**src/rtl/cmd_frame_aligner_pkg.sv**
```systemverilog
// Shared types and constants for the command-channel frame aligner.
// Holds the sync word default, frame width and aligner state encoding.
package rd53b_cmd_pkg;

    localparam int unsigned FRAME_W = 16;

    localparam logic [FRAME_W-1:0] SYNC_DEFAULT = 16'h817E;

    typedef enum logic [1:0] {
        HUNT   = 2'd0,
        VERIFY = 2'd1,
        LOCKED = 2'd2
    } align_state_t;

endpackage

```
**src/rtl/cmd_frame_aligner_if.sv**
```systemverilog
// Bundle between the upstream shift register / downstream frame consumer
// and the aligner: sliding window in, aligned frames and status out.
interface cmd_frame_aligner_if;
    import rd53b_cmd_pkg::*;

    logic [FRAME_W-1:0] data_i;
    logic [3:0]         shift_count_i;
    logic [FRAME_W-1:0] frame_o;
    logic               frame_valid_o;
    logic               locked_o;
    logic [3:0]         phase_o;
    logic [7:0]         unlock_count_o;
    logic [7:0]         sync_err_count_o;

    modport master (
        output data_i,
        output shift_count_i,
        input  frame_o,
        input  frame_valid_o,
        input  locked_o,
        input  phase_o,
        input  unlock_count_o,
        input  sync_err_count_o
    );

    modport slave (
        input  data_i,
        input  shift_count_i,
        output frame_o,
        output frame_valid_o,
        output locked_o,
        output phase_o,
        output unlock_count_o,
        output sync_err_count_o
    );

endinterface

```
**src/rtl/cmd_frame_aligner_sat_counter8.sv**
```systemverilog
// 8-bit event counter that sticks at 255 instead of wrapping.
// Async reset and a synchronous clear both return it to zero.
module sat_counter8 (
    input  logic       clk,
    input  logic       reset,
    input  logic       clear,
    input  logic       enable,
    output logic [7:0] count
);

    // Count enabled events, holding at full scale.
    always_ff @(posedge clk or posedge reset) begin
        if (reset) begin
            count <= 8'h00;
        end else if (clear) begin
            count <= 8'h00;
        end else if (enable && (count != 8'hFF)) begin
            count <= count + 8'd1;
        end
    end

endmodule

```
**src/rtl/cmd_frame_aligner.sv**
```systemverilog
// Hunts for the sync word in the sliding window, locks onto its bit phase
// and emits aligned non-sync frames. Optional misaligned-sync counter is
// built when CMD_FRAME_ALIGNER_SYNCERR_EN is defined.
module cmd_frame_aligner
    import rd53b_cmd_pkg::*;
#(
    parameter logic [FRAME_W-1:0] SYNC_PATTERN = SYNC_DEFAULT,
    parameter int unsigned        LOCK_COUNT   = 4,
    parameter int unsigned        MAX_GAP      = 64
) (
    input  logic                clk,
    input  logic                reset,
    cmd_frame_aligner_if.slave  bus
);

    localparam logic [3:0] LC = LOCK_COUNT[3:0];
    localparam logic [7:0] MG = MAX_GAP[7:0];

    // A single sync is enough to lock when LOCK_COUNT is 1.
    localparam align_state_t ACQ_NEXT =
        (LOCK_COUNT == 1) ? LOCKED : VERIFY;

    align_state_t       state;
    logic [3:0]         phase_q;
    logic [3:0]         sync_cnt;
    logic [7:0]         gap_cnt;
    logic [FRAME_W-1:0] frame_q;
    logic               frame_valid_q;
    logic               locked_q;

    logic       boundary;
    logic       is_sync;
    logic [3:0] sync_nxt;
    logic [7:0] gap_nxt;
    logic       unlock_evt;
    logic [7:0] unlock_count;
    logic [7:0] sync_err_count;

    assign boundary = (bus.shift_count_i == phase_q);
    assign is_sync  = (bus.data_i == SYNC_PATTERN);
    assign sync_nxt = sync_cnt + 4'd1;
    assign gap_nxt  = gap_cnt + 8'd1;

    // Gap expiry on a non-sync boundary while locked drops the lock.
    assign unlock_evt = (state == LOCKED) && boundary &&
                        !is_sync && (gap_nxt == MG);

    // Alignment FSM with registered frame, lock and phase outputs.
    always_ff @(posedge clk or posedge reset) begin
        if (reset) begin
            state         <= HUNT;
            phase_q       <= 4'd0;
            sync_cnt      <= 4'd0;
            gap_cnt       <= 8'd0;
            frame_q       <= '0;
            frame_valid_q <= 1'b0;
            locked_q      <= 1'b0;
        end else begin
            frame_valid_q <= 1'b0;
            unique case (state)
                HUNT: begin
                    if (is_sync) begin
                        phase_q  <= bus.shift_count_i;
                        sync_cnt <= 4'd1;
                        gap_cnt  <= 8'd0;
                        state    <= ACQ_NEXT;
                        locked_q <= (ACQ_NEXT == LOCKED);
                    end
                end
                VERIFY: begin
                    if (boundary) begin
                        if (is_sync) begin
                            sync_cnt <= sync_nxt;
                            gap_cnt  <= 8'd0;
                            if (sync_nxt == LC) begin
                                state    <= LOCKED;
                                locked_q <= 1'b1;
                            end
                        end else begin
                            gap_cnt <= gap_nxt;
                            if (gap_nxt == MG) begin
                                state <= HUNT;
                            end
                        end
                    end
                end
                LOCKED: begin
                    if (boundary) begin
                        if (is_sync) begin
                            gap_cnt <= 8'd0;
                        end else begin
                            frame_q       <= bus.data_i;
                            frame_valid_q <= 1'b1;
                            gap_cnt       <= gap_nxt;
                            if (gap_nxt == MG) begin
                                state    <= HUNT;
                                locked_q <= 1'b0;
                            end
                        end
                    end
                end
                default: begin
                    state    <= HUNT;
                    locked_q <= 1'b0;
                end
            endcase
        end
    end

    sat_counter8 u_unlock_cnt (
        .clk    (clk),
        .reset  (reset),
        .clear  (1'b0),
        .enable (unlock_evt),
        .count  (unlock_count)
    );

`ifdef CMD_FRAME_ALIGNER_SYNCERR_EN
    logic sync_err_evt;

    // Sync seen on the wrong bit phase while locked.
    assign sync_err_evt = (state == LOCKED) && !boundary && is_sync;

    sat_counter8 u_sync_err_cnt (
        .clk    (clk),
        .reset  (reset),
        .clear  (1'b0),
        .enable (sync_err_evt),
        .count  (sync_err_count)
    );
`else
    assign sync_err_count = 8'h00;
`endif

    assign bus.frame_o          = frame_q;
    assign bus.frame_valid_o    = frame_valid_q;
    assign bus.locked_o         = locked_q;
    assign bus.phase_o          = phase_q;
    assign bus.unlock_count_o   = unlock_count;
    assign bus.sync_err_count_o = sync_err_count;

endmodule

```
**src/flat_wrapper.sv**
```systemverilog
// flat-port wrapper written by rule: the top's interface ports become plain ports
module cmd_frame_aligner_flat import rd53b_cmd_pkg::*;
#(
    parameter logic [FRAME_W-1:0] SYNC_PATTERN = SYNC_DEFAULT,
    parameter int unsigned        LOCK_COUNT   = 4,
    parameter int unsigned        MAX_GAP      = 64
)
  (clk, reset, bus_data_i, bus_shift_count_i, bus_frame_o, bus_frame_valid_o, bus_locked_o, bus_phase_o, bus_unlock_count_o, bus_sync_err_count_o);
  cmd_frame_aligner_if bus_i ();
  input  logic clk;
  input  logic reset;
  input wire logic [$bits(bus_i.data_i)-1:0] bus_data_i;
  input wire logic [$bits(bus_i.shift_count_i)-1:0] bus_shift_count_i;
  output wire logic [$bits(bus_i.frame_o)-1:0] bus_frame_o;
  output wire logic [$bits(bus_i.frame_valid_o)-1:0] bus_frame_valid_o;
  output wire logic [$bits(bus_i.locked_o)-1:0] bus_locked_o;
  output wire logic [$bits(bus_i.phase_o)-1:0] bus_phase_o;
  output wire logic [$bits(bus_i.unlock_count_o)-1:0] bus_unlock_count_o;
  output wire logic [$bits(bus_i.sync_err_count_o)-1:0] bus_sync_err_count_o;
  assign bus_i.data_i = bus_data_i;
  assign bus_i.shift_count_i = bus_shift_count_i;
  assign bus_frame_o = bus_i.frame_o;
  assign bus_frame_valid_o = bus_i.frame_valid_o;
  assign bus_locked_o = bus_i.locked_o;
  assign bus_phase_o = bus_i.phase_o;
  assign bus_unlock_count_o = bus_i.unlock_count_o;
  assign bus_sync_err_count_o = bus_i.sync_err_count_o;
  cmd_frame_aligner #(.SYNC_PATTERN(SYNC_PATTERN), .LOCK_COUNT(LOCK_COUNT), .MAX_GAP(MAX_GAP)) u_core (.clk(clk), .reset(reset), .bus(bus_i));
endmodule
```
**config.mk**
```make
export PLATFORM = sky130hd
export DESIGN_NAME = cmd_frame_aligner_flat
export DESIGN_NICKNAME = d
export VERILOG_FILES = /design/src/rtl/cmd_frame_aligner_pkg.sv /design/src/rtl/cmd_frame_aligner_if.sv /design/src/rtl/cmd_frame_aligner_sat_counter8.sv /design/src/rtl/cmd_frame_aligner.sv /design/src/flat_wrapper.sv
export SDC_FILE = /design/constraint.sdc
export NUM_CORES = 1
export LEC_CHECK = 0
export ABC_AREA = 1
export CAP_MARGIN = 20
export CORE_MARGIN = 2
export CORE_UTILIZATION = 40
export CTS_CLUSTER_SIZE = 28
export DETAILED_ROUTE_END_ITERATION = 8
export PLACE_DENSITY = 0.74
export SLEW_MARGIN = 20
export SYNTH_ARGS = -nofsm -noshare
export SYNTH_HDL_FRONTEND = slang
export SYNTH_HIERARCHICAL = 1
export SYNTH_SLANG_ARGS = --single-unit
```
**constraint.sdc**
```tcl
create_clock -name clk -period 2.8 [get_ports clk]
set_clock_uncertainty 0.1 [all_clocks]
set_input_delay 0.7 -clock clk [delete_from_list [all_inputs] [get_ports clk]]
set_output_delay 0.7 -clock clk [all_outputs]
set_load 0.005 [all_outputs]
```
==> results of run 1 <==
[layout by cell type, fill, tap and decap left out, drive strengths merged]
cell type        n
ha               8
inv             39
clkdlybuf4s50   51
o21bai           1
o21ai           21
nand2          150
conb            12
nand4            3
clkinv           3
nor3b            1
nor3             1
buf              2
xor2             3
nand3           19
dfrtp           44
nor2            28
xnor2            3
or2              1
a21oi            6
bufinv           2
clkbuf           5
[cell families (layout without fill, tap and decap cells)]
kind of cell | after synthesis | after routing
AOI/OAI and AO/OA | 28 | 28
xor gates and xnor gates | 6 | 6
adders and majority gates | 8 | 8
buffers and inverters | 54 | 102
DFF | 44 | 44
other | 1 | 12
and+or+nand+nor | 203 | 203
[per-layer routing]
metal	global-route usage	share of wire
met1	0.188	0.47
met2	0.277	0.48
met3	0.0366	0.038
met4	0.0469	0.012
met5	0	0
[metrics by stage]
stage | cells | instance area (µm²) | power [mW] | hold WS (ns)
floorplan | 355 | 2580 | 0.986 | 0.372
finish | 480 | 3250 | 1.66 | 0.382
detailed placement | 473 | 3120 | 1.10 | 0.364
global route | 480 | 3250 | 1.76 | 0.413
global placement | 473 | 3120 | 1.10 | 0.363
CTS | 480 | 3250 | 1.68 | 0.387
[power by group through the flow]
stage	Combinational [mW]	Sequential, mW	Clock [mW]
final	0.377	0.717	0.567
after global routing	0.427	0.728	0.606
after global placement	0.371	0.729	0
after floorplan	0.262	0.724	0
after detailed placement	0.374	0.730	0
after CTS	0.378	0.718	0.581
[worst paths after layout]
check	to	slack [ns]
worst min register to register	u_core/bus.frame_o[12]	0.38
max in group asynchronous	u_core/gap_cnt[5]	1.53
worst max register to register	u_core/u_unlock_cnt/count[5]	0.61
worst max-delay path	u_core/u_unlock_cnt/count[5]	0.42
min in group asynchronous	u_core/u_unlock_cnt/count[4]	0.58
worst min-delay path	u_core/bus.frame_o[12]	0.38
[area by class of cell]
cell class	count	area share
clock buffers	5	0.0212
clock inverters	2	0.0185
inverters	42	0.0520
multi-input cells	257	0.377
flip-flops and latches	44	0.339
well taps	77	0.0297
repair buffers	53	0.162
[sequential cells by signal, indices dropped and copies added, names as in the netlist]
| register | flops |
|---|---|
| u_core/bus.phase_o | 4 |
| u_core/u_unlock_cnt/count | 8 |
| u_core/bus.frame_valid_o | 1 |
| u_core/sync_cnt | 4 |
| u_core/gap_cnt | 8 |
| u_core/state | 2 |
| u_core/bus.frame_o | 16 |
| u_core/bus.locked_o | 1 |
[worst reg2reg max path: cells and delay by family, from the launching register on]
kind	cells	cell delay, ns
adders and majority gates	1	0.20
AOI/OAI and AO/OA	1	0.17
and+or+nand+nor	9	1.27
DFF	1	0.39
==> flow_summary.html, run 1 <==
<table>
<tr><th>Metric</th><th>Value</th></tr>
<tr><th colspan="2">Outcome</th></tr>
<tr><td>Result of the run</td><td>finished clean</td></tr>
<tr><th colspan="2">Power and ir drop</th></tr>
<tr><td>Cell internal power dissipation</td><td>1.18 mW</td></tr>
<tr><td>Sequential fraction of design power</td><td>0.432</td></tr>
<tr><td>Leakage power summed over all cells</td><td>1.58 nW</td></tr>
<tr><td>Sw Ratio</td><td>0.288</td></tr>
<tr><td>Share of power burned in combinational logic</td><td>0.227</td></tr>
<tr><td>Net switching power</td><td>0.478 mW</td></tr>
<tr><td>PD cells</td><td>512 nW/µm²</td></tr>
<tr><td>Clock network fraction of design power</td><td>0.342</td></tr>
<tr><td>Worst ir drop on vdd</td><td>235 µV</td></tr>
<tr><th colspan="2">Clock tree</th></tr>
<tr><td>CTS tree</td><td>done</td></tr>
<tr><td>Clock buffers created by TritonCTS</td><td>5</td></tr>
<tr><td>Number of setup buffers added after CTS</td><td>0</td></tr>
<tr><td># hold bufs at CTS</td><td>0</td></tr>
<tr><td>Clock transition at the registers of the reported paths</td><td>0.08 ns</td></tr>
<tr><td>CTS HTree Levels</td><td>2</td></tr>
<tr><td>Clock latency at the later pin of the worst-skew pair</td><td>0.30 ns</td></tr>
<tr><td>Clock Sinks</td><td>44</td></tr>
<tr><td>Count of cells resized by post-cts repair</td><td>0</td></tr>
<tr><td>Clk buf depth</td><td>2</td></tr>
<tr><td>CTS root buf</td><td>clkbuf_8</td></tr>
<tr><th colspan="2">Setup path</th></tr>
<tr><td>Cell count of the worst reg-to-reg path</td><td>11</td></tr>
<tr><td>Data required time at the worst endpoint</td><td>2.94 ns</td></tr>
<tr><td>Dominant cell type by count on the critical path</td><td>nand2_1</td></tr>
<tr><td>Crit path largest cell delay</td><td>0.47 ns</td></tr>
<tr><td>Origin of the worst setup path</td><td>bus_shift_count_i[1]</td></tr>
<tr><td>Critical path endpoint category</td><td>flip-flop</td></tr>
<tr><td>Crit-path leading delay family</td><td>simple AND/OR/NAND/NOR gates</td></tr>
<tr><td>WP depth</td><td>13</td></tr>
<tr><td>Crit path buf inv count</td><td>2</td></tr>
<tr><td>Ordered list of cells on the worst path</td><td>clkdlybuf4s50_1 -&gt; inv_1 -&gt; nand2_1 -&gt; nand2_1 -&gt; nor2_1 -&gt; nand2_1 -&gt; nor2_1 -&gt; nand2_1 -&gt; nor2_1 -&gt; nand2_4 -&gt; nor2_1 -&gt; nand2_1 -&gt; nand2_1</td></tr>
<tr><td>Max Fanout on Critical Path</td><td>5</td></tr>
<tr><td>Category of the most critical setup path</td><td>input pin to flip-flop</td></tr>
<tr><td>R2R Path Start</td><td>u_core/gap_cnt[1]</td></tr>
<tr><td>CP Launch Type</td><td>input pin</td></tr>
<tr><td>Crit-path slowest cell</td><td>clkdlybuf4s50_1</td></tr>
<tr><td>Worst path arrival time</td><td>2.52 ns</td></tr>
<tr><th colspan="2">Synth</th></tr>
<tr><td>Leading post-synthesis cells by instance count</td><td>141 x nand2_1, 44 x dfrtp_1, 38 x inv_1</td></tr>
<tr><td>Largest family of logic cells by synthesized area</td><td>simple AND/OR/NAND/NOR gates</td></tr>
<tr><td>Flip-flop cell with the highest count after synthesis</td><td>dfrtp_1</td></tr>
<tr><td>Netlist area before placement</td><td>2530 µm²</td></tr>
<tr><td>Avg Cell Area, Syn</td><td>7.37 µm²</td></tr>
<tr><td>Synth Area in Simple Gates</td><td>0.345</td></tr>
<tr><td>Cells after Synth</td><td>344</td></tr>
<tr><td>XOR/XNOR Fraction of Synth Area</td><td>0.0207</td></tr>
<tr><td>Number of synthesis warnings</td><td>6</td></tr>
<tr><td>Sequential-to-total area share from yosys stat</td><td>0.434</td></tr>
<tr><td>Library cell with the highest instance count after synthesis</td><td>nand2_1</td></tr>
<tr><td>Flip-flop and latch count after synthesis</td><td>44</td></tr>
<tr><td>Async set-or-reset flop fraction in the synthesized netlist</td><td>1.00</td></tr>
<tr><td>Synth top area cells</td><td>dfrtp_1 43%, nand2_1 21%, inv_1 5.6%</td></tr>
<tr><td>Post-synthesis cell type with the largest combined area</td><td>dfrtp_1</td></tr>
<tr><td>Area share of the leading cell type in the synthesized netlist</td><td>0.434</td></tr>
<tr><td>Number of unique standard cell types used by synthesis</td><td>30</td></tr>
<tr><td>Compound-Gate Fraction of Synth Area</td><td>0.0607</td></tr>
<tr><td>Fraction of synthesized area in multiplexers</td><td>0</td></tr>
<tr><td>Count of flip-flops with a built-in enable after synthesis</td><td>0</td></tr>
<tr><td>Post-synthesis share of cell area spent on full adders, half adders and majority gates</td><td>0.0395</td></tr>
<tr><th colspan="2">Global route</th></tr>
<tr><td>Number of antenna violations at the first check in global routing</td><td>0</td></tr>
<tr><td>Via count of the first global-routing pass</td><td>2150</td></tr>
<tr><td>Total track usage</td><td>0.156</td></tr>
<tr><td>Wire length of the first global-routing pass</td><td>9090 µm</td></tr>
<tr><td>Largest net degree at the start of global routing</td><td>37</td></tr>
<tr><td>Remaining global-route overflow</td><td>0</td></tr>
<tr><th colspan="2">Timing</th></tr>
<tr><td>Setup repair after global routing missed its margin</td><td>false</td></tr>
<tr><td>Number of pins with negative max-slew slack in the final report</td><td>0</td></tr>
<tr><td>Hold Fails Final Rpt</td><td>0</td></tr>
<tr><td>Highest clock rate</td><td>0.420 GHz</td></tr>
<tr><td>Setup-violating endpoint count in the final report</td><td>0</td></tr>
<tr><td>Final-layout setup total negative slack</td><td>0 ns</td></tr>
<tr><td>Shortest clock period the worst path allows after layout</td><td>2.38 ns</td></tr>
<tr><td>Portion of the clock cycle consumed by the worst path in the final layout</td><td>0.849</td></tr>
<tr><td>Final worst-path setup slack</td><td>0.422 ns</td></tr>
<tr><th colspan="2">Die</th></tr>
<tr><td>Starting density of the core</td><td>0.406</td></tr>
<tr><td>Number of standard-cell rows in the floorplan</td><td>29</td></tr>
<tr><td>Die W</td><td>83.6 µm</td></tr>
<tr><td>Die area</td><td>6990 µm²</td></tr>
<tr><td># IOs</td><td>60</td></tr>
<tr><td>Core area</td><td>6240 µm²</td></tr>
<tr><td>Die outline height</td><td>83.6 µm</td></tr>
<tr><th colspan="2">Route</th></tr>
<tr><td>Final antenna-violating net count</td><td>0</td></tr>
<tr><td>Routed len/inst</td><td>10.5 µm</td></tr>
<tr><td>Count of vias placed by the detailed router</td><td>2217</td></tr>
<tr><td>Number of DRC violations after detailed routing</td><td>0</td></tr>
<tr><td>1st-pass router iterations</td><td>4</td></tr>
<tr><td>Wire length after detailed routing</td><td>5030 µm</td></tr>
<tr><td>Vias per cell</td><td>4.62</td></tr>
<tr><td>Drt initial violations</td><td>111</td></tr>
<tr><th colspan="2">Run</th></tr>
<tr><td>Max-capacitance violation count</td><td>0</td></tr>
<tr><th colspan="2">Layout</th></tr>
<tr><td>Area taken by multi-input logic gates</td><td>1220 µm²</td></tr>
<tr><td>Utilization of the core after routing</td><td>0.520</td></tr>
<tr><td>Fraction of final layout cells with drive strength greater than 1</td><td>0.0794</td></tr>
<tr><td>Area added between synthesis and finish</td><td>28.0%</td></tr>
<tr><td>N_diodes</td><td>0</td></tr>
<tr><td>FILL cells</td><td>580</td></tr>
<tr><td>Layout net count</td><td>433</td></tr>
<tr><td>Sequential cell area</td><td>1100 µm²</td></tr>
<tr><th colspan="2">Worst hold path</th></tr>
<tr><td>Hold-critical path depth</td><td>2</td></tr>
<tr><td>Launch instance of the worst min-delay path</td><td>u_core/bus.frame_o[12]</td></tr>
<tr><td>Hold crit path type</td><td>flip-flop to flip-flop</td></tr>
<tr><th colspan="2">Place</th></tr>
<tr><td>DPL Wire Length</td><td>3780 µm</td></tr>
<tr><td>Pre-CTS WS</td><td>0.113 ns</td></tr>
<tr><td>Port Buffer Count</td><td>51</td></tr>
<tr><td>Routability Congestion</td><td>0.799</td></tr>
</table>
Power figures use the tool's default switching activity.
==> run 2, diff against run 1 <==
Settings changed: PLACE_DENSITY 0.74 to 0.77.
Clock period 2.8 ns to 1.9 ns, I/O delays scaled along.
==> flow_summary.html, run 2 (synthesis gave the netlist of run 1 again) <==
<table>
<tr><th>Metric</th><th>Value</th></tr>
<tr><th colspan="2">Outcome</th></tr>
<tr><td>Result of the run</td><td>complete, but fails checks</td></tr>
<tr><td>Violations in the final reports</td><td>negative setup slack</td></tr>
<tr><th colspan="2">Clock tree</th></tr>
<tr><td>Clock latency at the later pin of the worst-skew pair</td><td>0.30 ns</td></tr>
<tr><td>CTS tree</td><td>done</td></tr>
<tr><td>Clock transition at the registers of the reported paths</td><td>0.09 ns</td></tr>
<tr><td>Clock Sinks</td><td>44</td></tr>
<tr><td>CTS HTree Levels</td><td>2</td></tr>
<tr><td># hold bufs at CTS</td><td>0</td></tr>
<tr><td>Clk buf depth</td><td>2</td></tr>
<tr><td>CTS root buf</td><td>clkbuf_8</td></tr>
<tr><td>Clock buffers created by TritonCTS</td><td>5</td></tr>
<tr><th colspan="2">Power and ir drop</th></tr>
<tr><td>Sequential fraction of design power</td><td>0.419</td></tr>
<tr><td>Net switching power</td><td>0.806 mW</td></tr>
<tr><td>Cell internal power dissipation</td><td>1.75 mW</td></tr>
<tr><td>Total power</td><td>2.56 mW</td></tr>
<tr><td>Share of power burned in combinational logic</td><td>0.272</td></tr>
<tr><td>Sw Ratio</td><td>0.315</td></tr>
<tr><td>PD cells</td><td>709 nW/µm²</td></tr>
<tr><td>Clock network fraction of design power</td><td>0.309</td></tr>
<tr><td>Worst ir drop on vdd</td><td>481 µV</td></tr>
<tr><td>Leakage power summed over all cells</td><td>1.80 nW</td></tr>
<tr><th colspan="2">Layout</th></tr>
<tr><td>Max reg flops</td><td>16</td></tr>
<tr><td>Highest-count cells in the layout ignoring fill and taps</td><td>135 x nand2_1, 42 x dfrtp_1, 41 x clkdlybuf4s50_1, 36 x inv_1, 24 x buf_4</td></tr>
<tr><td>N_diodes</td><td>0</td></tr>
<tr><td>Layout net count</td><td>460</td></tr>
<tr><td>Fraction of final layout cells with drive strength greater than 1</td><td>0.195</td></tr>
<tr><td>Leading cell type in the layout, fill and taps excluded</td><td>nand2_1</td></tr>
<tr><td>Area added between synthesis and finish</td><td>42.4%</td></tr>
<tr><th colspan="2">Run</th></tr>
<tr><td>Max-capacitance violation count</td><td>0</td></tr>
<tr><th colspan="2">Setup path</th></tr>
<tr><td>Ordered list of cells on the worst path</td><td>ha_4 -&gt; nand3_4 -&gt; o21bai_1 -&gt; nand2_1 -&gt; nor2_2 -&gt; nand3_2 -&gt; nor2_4 -&gt; inv_2 -&gt; a21oi_2 -&gt; nand3_1 -&gt; nand2_1 -&gt; inv_1</td></tr>
<tr><td>Endpoint of the worst setup timing path</td><td>u_core/u_unlock_cnt/count[7]</td></tr>
<tr><td>Critical path endpoint category</td><td>flip-flop</td></tr>
<tr><td>Slack of the worst reg-to-reg path</td><td>-0.01 ns</td></tr>
<tr><td>Crit path largest cell delay</td><td>0.42 ns</td></tr>
<tr><td>Origin of the worst setup path</td><td>u_core/gap_cnt[1]</td></tr>
<tr><td>R2R Path Start</td><td>u_core/gap_cnt[1]</td></tr>
<tr><td>Category of the most critical setup path</td><td>flip-flop to flip-flop</td></tr>
<tr><td>Crit-path slowest cell</td><td>dfrtp_1</td></tr>
<tr><td>Cell count of the worst reg-to-reg path</td><td>12</td></tr>
<tr><td>Dominant cell type by count on the critical path</td><td>nand2_1</td></tr>
<tr><td>Data required time at the worst endpoint</td><td>2.00 ns</td></tr>
<tr><td>End of the worst register-to-register path</td><td>u_core/u_unlock_cnt/count[7]</td></tr>
<tr><td>CP Launch Type</td><td>flip-flop</td></tr>
<tr><td>Worst path arrival time</td><td>2.02 ns</td></tr>
<tr><td>Max Fanout on Critical Path</td><td>3</td></tr>
<tr><th colspan="2">Timing</th></tr>
<tr><td>Setup repair after global routing missed its margin</td><td>true</td></tr>
<tr><td>Setup-violating endpoint count in the final report</td><td>6</td></tr>
<tr><td>Hold Fails Final Rpt</td><td>0</td></tr>
<tr><td>Shortest clock period the worst path allows after layout</td><td>1.91 ns</td></tr>
<tr><td>Portion of the clock cycle consumed by the worst path in the final layout</td><td>1.01</td></tr>
<tr><td>Number of pins with negative max-slew slack in the final report</td><td>0</td></tr>
<tr><td>Hold slack final</td><td>0.307 ns</td></tr>
<tr><td>Final worst-path setup slack</td><td>-0.0134 ns</td></tr>
<tr><td>Highest clock rate</td><td>0.523 GHz</td></tr>
<tr><th colspan="2">Route</th></tr>
<tr><td>Vias per cell</td><td>4.67</td></tr>
<tr><td>Count of vias placed by the detailed router</td><td>2370</td></tr>
<tr><td>Final antenna-violating net count</td><td>0</td></tr>
<tr><td>1st-pass router iterations</td><td>4</td></tr>
<tr><td>Routed len/inst</td><td>11.4 µm</td></tr>
<tr><td>Drt initial violations</td><td>123</td></tr>
<tr><td>Number of DRC violations after detailed routing</td><td>0</td></tr>
<tr><td>Wire length after detailed routing</td><td>5770 µm</td></tr>
<tr><th colspan="2">Place</th></tr>
<tr><td>Pre-CTS WS</td><td>-0.362 ns</td></tr>
<tr><td>Port Buffer Count</td><td>51</td></tr>
<tr><td>Routability Congestion</td><td>0.804</td></tr>
<tr><td>DPL Wire Length</td><td>4270 µm</td></tr>
<tr><th colspan="2">Global route</th></tr>
<tr><td>Number of antenna violations at the first check in global routing</td><td>0</td></tr>
<tr><td>Via count of the first global-routing pass</td><td>2296</td></tr>
<tr><td>Remaining global-route overflow</td><td>0</td></tr>
<tr><td>Total track usage</td><td>0.168</td></tr>
<tr><td>Wire length of the first global-routing pass</td><td>9750 µm</td></tr>
<tr><td>Largest net degree at the start of global routing</td><td>37</td></tr>
<tr><th colspan="2">Die</th></tr>
<tr><td>Starting density of the core</td><td>0.406</td></tr>
<tr><td># IOs</td><td>60</td></tr>
<tr><td>Die area</td><td>6990 µm²</td></tr>
<tr><td>Die outline height</td><td>83.6 µm</td></tr>
<tr><td>Number of standard-cell rows in the floorplan</td><td>29</td></tr>
<tr><td>Die W</td><td>83.6 µm</td></tr>
<tr><td>Core area</td><td>6240 µm²</td></tr>
<tr><th colspan="2">Worst hold path</th></tr>
<tr><td>Hold crit path type</td><td>input pin to flip-flop</td></tr>
</table>
-- run 2: cell types whose count changed in the layout (fill, tap and decap cells not counted), moves of 3 or more --
cell,before,now
nand2_2,4,9
o21ai_0,15,8
nand3_1,18,15
o21ai_1,4,11
nand2_1,141,135
nor2_2,5,9
nor2_4,1,4
buf_4,2,24
dlymetal6s2s_1,0,7
clkdlybuf4s50_1,51,41
dlygate4sd2_1,0,3
buf_6,0,3
nor2_1,22,15
-- run 2: how the worst min path moves through the flow --
stage,from,endpoint,cells after the start
after floorplan,reset,u_core/u_unlock_cnt/count[0],1
after global placement,u_core/bus.frame_o[9],u_core/bus.frame_o[9],2
after detailed placement,u_core/bus.frame_o[5],u_core/bus.frame_o[5],2
after CTS,reset,u_core/u_unlock_cnt/count[0],2
after global routing,bus_data_i[4],u_core/bus.frame_o[4],3
final,bus_data_i[2],u_core/bus.frame_o[2],3
-- run 2: layout make-up --
| class | count | area [µm²] |
|---|---|---|
| clock buffer | 7 | 96.3 |
| inverter | 42 | 176 |
| clock inverter | 1 | 30.0 |
| sequential | 44 | 1100 |
| tap | 77 | 96.3 |
| fill | 557 | 2630 |
| timing repair buffer | 80 | 773 |
| multi-input combinational | 257 | 1330 |
-- run 2: timing repair --
action / CTS / global route
gates resized for setup: 11 / 42
setup endpoints to repair: 13 / 45
setup buffers: 0 / 6
pin swaps: 4 / 27
-- run 2: power by group through the flow --
stage	Sequential, mW	Clock, mW	Combinational, mW
2_1_floorplan	1.07	0	0.386
3_5_place_dp	1.07	0	0.601
4_1_cts	1.06	0.809	0.639
6_report	1.07	0.789	0.696
3_3_place_gp	1.07	0	0.582
5_1_grt	1.08	0.839	0.788
-- run 2: metal layers --
layer / routed length (µm) / track usage / part of all wire
met2: 2940 / 0.303 / 0.51
met4: 96 / 0.0587 / 0.017
met1: 2450 / 0.190 / 0.42
met5: 0 / 0 / 0
met3: 281 / 0.0475 / 0.049
-- run 2: worst max-delay path: cells and delay by family, from the launching register on --
kind                       cells  cell delay, ns
and+or+nand+nor                7            0.75
DFF                            1            0.42
AOI/OAI and AO/OA              2            0.29
adders and majority gates      1            0.17
buffers and inverters          2            0.09
-- run 2: per-stage QoR --
step,instance area (µm²),util,setup TNS (ns),std cells
floorplan,2580,-,0,355
CTS,3450,0.553,0,502
global route,3610,0.578,-1.95,508
finish,3610,0.578,-0.0412,508
detailed placement,3290,0.527,-12.71,494
global placement,3290,0.527,-10.48,494
